File: config.mk
export PLATFORM = sky130hd
export DESIGN_NAME = sirv_gnrl_rrwr_arb
export DESIGN_NICKNAME = d
export VERILOG_FILES = /design/src/rtl/sirv_gnrl_rrwr_arb.sv
export SDC_FILE = /design/constraint.sdc
export NUM_CORES = 1
export LEC_CHECK = 0
export ABC_AREA = 1
export CORE_MARGIN = 10
export CORE_UTILIZATION = 35
export DETAILED_ROUTE_END_ITERATION = 8
export PLACE_DENSITY = 0.79
export SLEW_MARGIN = 20
export SYNTH_ARGS = -nofsm -noshare
export SYNTH_HDL_FRONTEND = slang
export SYNTH_SLANG_ARGS = --single-unit
File: constraint.sdc
create_clock -name clk -period 1.6 [get_ports clk]
set_input_delay 0.16 -clock clk [delete_from_list [all_inputs] [get_ports clk]]
set_output_delay 0.16 -clock clk [all_outputs]
set_load 0.03 [all_outputs]
File: src/rtl/sirv_gnrl_rrwr_arb.sv
// ---------------------------------------------------------------------------
// sirv_gnrl_rrwr_arb
//
// Round-robin write arbiter in front of one shared DW-bit register that
// resets (and flushes) to all ones. Each cycle at most one valid requester
// is granted, its data is captured, and the writer's index is reported.
//
// Optional feature macro: SIRV_RRWR_ARB_LOCK_EN
//   When defined, a requester that writes with req_lock=1 keeps the grant
//   for a back-to-back burst until it writes with req_lock=0. When not
//   defined, req_lock is ignored and locked is tied low.
//
// Ports
//   clk        clock, all state updates on the rising edge
//   rst        synchronous reset, active-high
//   req_valid  [N]     per-requester write request
//   req_data   [N*DW]  write data, requester i at [i*DW +: DW]
//   req_lock   [N]     keep the grant after this write (lock build only)
//   req_ready  [N]     one-hot-or-zero grant, combinational from req_valid
//   flush      clear the shared register to all ones, release the lock
//   qout       [DW]    shared register value
//   qout_vld   one-cycle pulse in the cycle after a write
//   gnt_id     [IW]    index of the last writer
//   locked     lock currently held
// ---------------------------------------------------------------------------
module sirv_gnrl_rrwr_arb #(
    parameter int  N  = 4,
    parameter int  DW = 32,
    localparam int IW = (N > 1) ? $clog2(N) : 1
) (
    input  logic            clk,
    input  logic            rst,
    input  logic [N-1:0]    req_valid,
    input  logic [N*DW-1:0] req_data,
    input  logic [N-1:0]    req_lock,
    output logic [N-1:0]    req_ready,
    input  logic            flush,
    output logic [DW-1:0]   qout,
    output logic            qout_vld,
    output logic [IW-1:0]   gnt_id,
    output logic            locked
);

    localparam int SW = IW + 1;

    logic [DW-1:0] qout_p1;
    logic          vld_p1;
    logic [IW-1:0] gnt_id_p1;
    logic [IW-1:0] ptr_p1;

    logic          rr_found;
    logic [IW-1:0] rr_id;
    logic          win_found;
    logic [IW-1:0] win_id;
    logic          hs;
    logic          ptr_adv;

    // Increment modulo N so non-power-of-two N never points past N-1.
    function automatic logic [IW-1:0] next_idx(input logic [IW-1:0] i);
        if (i == IW'(N - 1))
            return '0;
        else
            return i + IW'(1);
    endfunction

    // Stage p0: round-robin scan starting at ptr, wrapping modulo N.
    // ptr < N and k < N, so one conditional subtraction wraps the sum.
    always_comb begin
        logic [SW-1:0] sum;
        logic [IW-1:0] idx;
        rr_found = 1'b0;
        rr_id    = '0;
        sum      = '0;
        idx      = '0;
        for (int k = 0; k < N; k++) begin
            sum = {1'b0, ptr_p1} + SW'(k);
            if (sum >= SW'(N))
                sum = sum - SW'(N);
            idx = sum[IW-1:0];
            if (!rr_found && req_valid[idx]) begin
                rr_found = 1'b1;
                rr_id    = idx;
            end
        end
    end

`ifdef SIRV_RRWR_ARB_LOCK_EN
    typedef enum logic {
        ST_IDLE   = 1'b0,
        ST_LOCKED = 1'b1
    } lock_st_e;

    lock_st_e      state_p1, state_d;
    logic [IW-1:0] owner_p1, owner_d;

    // While locked only the owner is a candidate; others simply wait.
    always_comb begin
        win_found = rr_found;
        win_id    = rr_id;
        if (state_p1 == ST_LOCKED) begin
            win_found = req_valid[owner_p1];
            win_id    = owner_p1;
        end
    end

    // Lock FSM: ptr stays put while a burst is in progress; the releasing
    // write advances it past the owner like any ordinary write.
    always_comb begin
        state_d = state_p1;
        owner_d = owner_p1;
        ptr_adv = hs;
        if (flush) begin
            state_d = ST_IDLE;
        end else if (hs) begin
            case (state_p1)
                ST_IDLE: begin
                    if (req_lock[win_id]) begin
                        state_d = ST_LOCKED;
                        owner_d = win_id;
                        ptr_adv = 1'b0;
                    end
                end
                ST_LOCKED: begin
                    if (req_lock[win_id])
                        ptr_adv = 1'b0;
                    else
                        state_d = ST_IDLE;
                end
                default: state_d = ST_IDLE;
            endcase
        end
    end

    always_ff @(posedge clk) begin
        if (rst) begin
            state_p1 <= ST_IDLE;
            owner_p1 <= '0;
        end else begin
            state_p1 <= state_d;
            owner_p1 <= owner_d;
        end
    end

    assign locked = (state_p1 == ST_LOCKED);
`else
    logic unused_lock;

    assign win_found   = rr_found;
    assign win_id      = rr_id;
    assign ptr_adv     = hs;
    assign locked      = 1'b0;
    assign unused_lock = ^req_lock;
`endif

    // Flush and reset both block the grant for the cycle they are asserted.
    assign hs = win_found & ~flush & ~rst;

    always_comb begin
        req_ready = '0;
        for (int i = 0; i < N; i++)
            req_ready[i] = hs && (win_id == IW'(i));
    end

    // Stage p1: shared register, writer index and write pulse.
    always_ff @(posedge clk) begin
        if (rst) begin
            qout_p1   <= '1;
            vld_p1    <= 1'b0;
            gnt_id_p1 <= '0;
            ptr_p1    <= '0;
        end else if (flush) begin
            qout_p1 <= '1;
            vld_p1  <= 1'b0;
        end else begin
            vld_p1 <= hs;
            if (hs) begin
                qout_p1   <= req_data[int'(win_id)*DW +: DW];
                gnt_id_p1 <= win_id;
                if (ptr_adv)
                    ptr_p1 <= next_idx(win_id);
            end
        end
    end

    assign qout     = qout_p1;
    assign qout_vld = vld_p1;
    assign gnt_id   = gnt_id_p1;

endmodule

Word-level counts from Yosys, hierarchy flattened
Cells that the tools add are included.
W data, S select, Z words.
{"block": "totals", "ff_bits": 37, "in_bits": 139, "out_inout_bits": 40, "word_cells": 62}
{"block": "op_classes", "n_addsub": 8, "magnitude_cmp": 8, "n_eq_ne": 3, "shifts": 1, "muxes": 21, "bitwise_logic": 4, "n_reduce_logical": 13}
{"operator": "$shiftx A128 B8 Y32", "count": 1}
{"operator": "$mux W2", "count": 9}
{"operator": "$lt A2 B3 Y1 const B", "count": 4}
{"operator": "$ge A3 B3 Y1 const B", "count": 3}
{"operator": "$bmux W1 S2", "count": 4}
{"operator": "$mux W1", "count": 8}
{"operator": "$sub A2 B1 Y2 const B", "count": 4}
{"operator": "$logic_and A1 B1 Y1", "count": 7}
{"operator": "$add A2 B2 Y3 const B", "count": 2}
{"operator": "$eq A2 B2 Y1 const B", "count": 2}
{"operator": "$add A2 B1 Y3 const B", "count": 1}
{"operator": "$ge A2 B3 Y1 const B", "count": 1}
{"operator": "$logic_not A1 Y1", "count": 3}
{"operator": "$add A2 B1 Y2 const B", "count": 1}
{"operator": "$and A1 B1 Y1", "count": 2}
{"operator": "$eq A2 B1 Y1 const B", "count": 1}
{"operator": "$logic_not A2 Y1", "count": 1}
{"operator": "$not A1 Y1", "count": 2}
{"operator": "$reduce_and A2 Y1", "count": 1}
{"operator": "$reduce_or A2 Y1", "count": 1}

Depth between registers and ports, before layout
{"block": "depth", "ltp_word": 17, "ltp_mapped": 17, "depth_no_buf": 15}

Worst setup path before layout
No wires, ideal clock.
{"block": "synth_path", "path_type": "reg2out", "from": "reg ptr_p1[0]", "to": "out req_ready[3]", "arrival_time_ns": 1.794, "required_ns": 1.440, "slack_ns": -0.354, "stages_incl_launch_ff": 13, "path_buffers": 2, "path_cell_list": "dfxtp_1 -> buf_4 -> nand2_1 -> nand3_1 -> nand2_1 -> inv_1 -> nand2_1 -> o21ai_1 -> inv_1 -> nand2_2 -> buf_2 -> nand2_1 -> nor2_1"}
{"block": "synth_via", "elab_chain_len": 17, "elab_cells_between_ends": 41, "cone_classes": "add/sub: 7; order compare: 4; eq/ne: 1; mux: 20; bitwise: 2; reduce/logical: 7"}
{"element": "start, declared", "line_no": "49", "text": "logic [IW-1:0] ptr_p1;"}
{"element": "start signal, assigned", "line_no": "180", "text": "ptr_p1 <= next_idx(win_id);"}
{"element": "branches (longest 16 deep; another with $add A2 B1 Y3)"}
{"element": "$logic_and A1 B1 Y1 (*)", "line_no": "161", "text": "req_ready[i] = hs && (win_id == IW'(i));"}
{"element": "end, declared", "line_no": "36", "text": "output logic [N-1:0] req_ready,"}
Mark *: on every way between the ends. The select of a mux whose other input is x is not followed.

Final worst setup path
Same ends and word-level chain as after synthesis.

==> summary.txt <==
Placed design
  – # port buffers: 173
  – Placed Cells: 815
  – RePlAce Congestion: 0.811
  – HPWL after DPL: 9.87 mm

Logic synthesis
  – Synth Cell Area: 0.00299 mm²
  – Top cells by area, synth: nand2_1, dfxtp_1, nand4_1
  – Synth unique cells: 19
  – Post-synth top area share: 0.415
  – Post-Syn Nets: 690
  – Sequential fraction of the synthesis area: 0.248
  – Mapped Cells: 551
  – Yosys Warn Count: 0
  – Syn avg cell area: 5.42 µm²
  – Post-synthesis register bit count: 37
  – Dominant cell type by area after synthesis: nand2_1

Setup path
  – Max FO, Critical Path: 5
  – CP endpoint kind: output port
  – CP Capture Point: req_ready[3]
  – Worst path max stage delay: 0.44 ns
  – Reg2reg start: ptr_p1[0]
  – Crit-path cells: buf_12, nand2_4, nand2_4, nand2_4, nand2_4, nand2_4, nand3_4, nand3_4, buf_12, buf_12, nor2_4, buf_6
  – Crit path launch: ptr_p1[0]
  – Critical path launch point type: flop
  – Critical-path top delay cell: dfxtp_4
  – Worst R2R End: qout[25]
  – Critical Path AT: 1.98 ns
  – Worst Reg-to-Reg Cells: 17
  – Most used cell, CP: nand2_4
  – Critical Path RT: 1.44 ns
  – Slack of the worst reg-to-reg path: -0.49 ns
  – Crit Path Class: reg2out

CTS
  – CTS max path bufs: 2
  – TritonCTS Buffers: 5
  – Clock sinks: 37
  – CTS H-Tree Depth: 2
  – Clock latency at the later pin of the worst-skew pair: 0.29 ns
  – Worst-path clk slew: 0.08 ns
  – CTS tree: yes
  – CTS Root Cell: clkbuf_8

STA
  – Max Fclk: 0.467 GHz
  – Final WS setup: -0.544 ns
  – Fin. Hold Viols: 0
  – Skew final: 0.00828 ns
  – Final period utilization: 1.34
  – Worst hold margin: 0.468 ns
  – Slew Viols, Final: 0
  – Min Tclk post-route: 2.14 ns
  – Setup TNS: -16.69 ns
  – Final setup viols: 41
  – RSZ-0062 raised after global routing: true

Global routing
  – Initial antenna violation count: 0
  – Largest net degree at the start of global routing: 35
  – GR peak layer: met2
  – First-pass GRT wire length: 21.1 mm
  – Number of global-route vias before repair: 4132
  – M3 GR Usage: 0.0485
  – Remaining Overflow, GRT: 0
  – Met2 Resource Use GR: 0.346
  – Met1 usage: 0.235
  – Tot GR Track Use: 0.198

Job
  – Maximum Capacitance Violations: 0

Floorplan
  – Core area: 0.00826 mm²
  – Num rows: 33
  – I/O Pins: 179
  – Starting Density: 0.362
  – Die H: 112 µm
  – Die W: 112 µm
  – Die area: 0.0126 mm²

Power
  – Leakage: 2.69 nW
  – Pwr/cell area: 1370 mW/mm²
  – Max VDD drop: 0.844 mV

Route
  – 1st-iter DRT viols: 246
  – Vias post-DR: 4316
  – Final WL: 14.4 mm
  – Routed vias/inst: 5.13
  – WL per Instance: 17.1 µm
  – Antenna Violating Nets Remaining: 0
  – DRT Pass-1 Iters: 4
  – DRC viols: 0

Status
  – Status: finished with violations
  – Failing checks: setup timing

Final layout
  – Area growth from synthesis to layout: 90.1%
  – Share of layout cells above drive strength 1: 0.175
  – Commonest non-fill, non-tap cell in the layout: nand2_1
  – Net count, final: 874
  – # diodes: 0
  – Layout Cells excl Fill: 841
  – Most frequent cells in the layout: nand2_1, clkdlybuf4s50_1, nand4_1, dfxtp_1, o21ai_0

Hold path
  – Hold-critical path depth: 2
  – Hold crit path type: reg2reg
## stage by stage
step | total power, mW | instance area [µm²] | util | setup WS, ns
after floorplan | 4.37 | 3110 | - | -0.0400
after global placement | 5.70 | 4960 | 0.601 | -0.402
after detailed placement | 5.79 | 4960 | 0.601 | -0.472
after CTS | 7.17 | 5380 | 0.651 | -0.469
after global routing | 8.35 | 5680 | 0.687 | -0.608
final | 7.76 | 5680 | 0.687 | -0.544
## power breakdown
group | total [mW] | switching [mW] | internal [mW]
Clock | 0.648 | 0.345 | 0.302
Combinational | 5.91 | 3.30 | 2.60
Sequential | 1.21 | 0.109 | 1.10
## kinds of logic (layout without fill, tap and decap cells)
| logic type | after synthesis | count (layout) | share of synthesized area |
|---|---|---|---|
| AO/OA/AOI/OAI | 37 | 37 | 0.0620 |
| buffers and inverters | 62 | 247 | 0.101 |
| flip-flops | 37 | 37 | 0.248 |
| other | 1 | 1 | 0.00126 |
| AND/OR/NAND/NOR | 414 | 414 | 0.587 |
## sequential cells by signal (all words and copies together) (netlist names)
signal	flops
qout	32
gnt_id	2
qout_vld	1
ptr_p1	2
## layout make-up
cell class	count	area, µm²
sequential	37	748
clock buffer	6	72.6
timing repair buffer	222	2360
clock inverter	2	10.0
fill	700	2580
inverter	17	81.3
multi-input combinational	452	2270
tap	105	131
## synth_stat cells
cell and n:
a21oi_1 3, buf_1 2, buf_2 29, buf_4 5, buf_6 2, clkbuf_1 7
conb_1 1, dfxtp_1 37, inv_1 13, inv_2 4, nand2_1 330, nand2_2 3
nand3_1 6, nand3_2 3, nand4_1 65, nor2_1 6, nor2_2 1, o21ai_0 32
o21ai_1 2
## per-layer routing
layer	share of wire	vias to the layer above
li1	-	2144
met1	0.40	1967
met2	0.50	179
met3	0.067	26
met4	0.027	0
met5	0	-
## how the worst min path moves through the flow
| stage | startpoint | end | slack (ns) |
|---|---|---|---|
| after floorplan | rst | gnt_id[1] | 0.23 |
| after global placement | gnt_id[1] | gnt_id[1] | 0.46 |
| after detailed placement | gnt_id[1] | gnt_id[1] | 0.46 |
| after CTS | gnt_id[1] | gnt_id[1] | 0.47 |
| after global routing | gnt_id[1] | gnt_id[1] | 0.51 |
| final | gnt_id[1] | gnt_id[1] | 0.47 |
## repair_timing
| item | in CTS | in global routing |
|---|---|---|
| hold buffers | 0 | 0 |
| cloned | 3 | 2 |
| setup endpoints to repair | 41 | 41 |
| gates resized for setup | 40 | 64 |
| buffers inserted | 10 | 5 |
| pin swaps | 12 | 23 |
## critical path: cells and delay by family, from the launching register on
kind	cells	cell delay [ns]
AND/OR/NAND/NOR	8	0.68
flip-flops	1	0.44
buffers and inverters	4	0.55
Note: power is estimated with default switching activity, not from simulation.
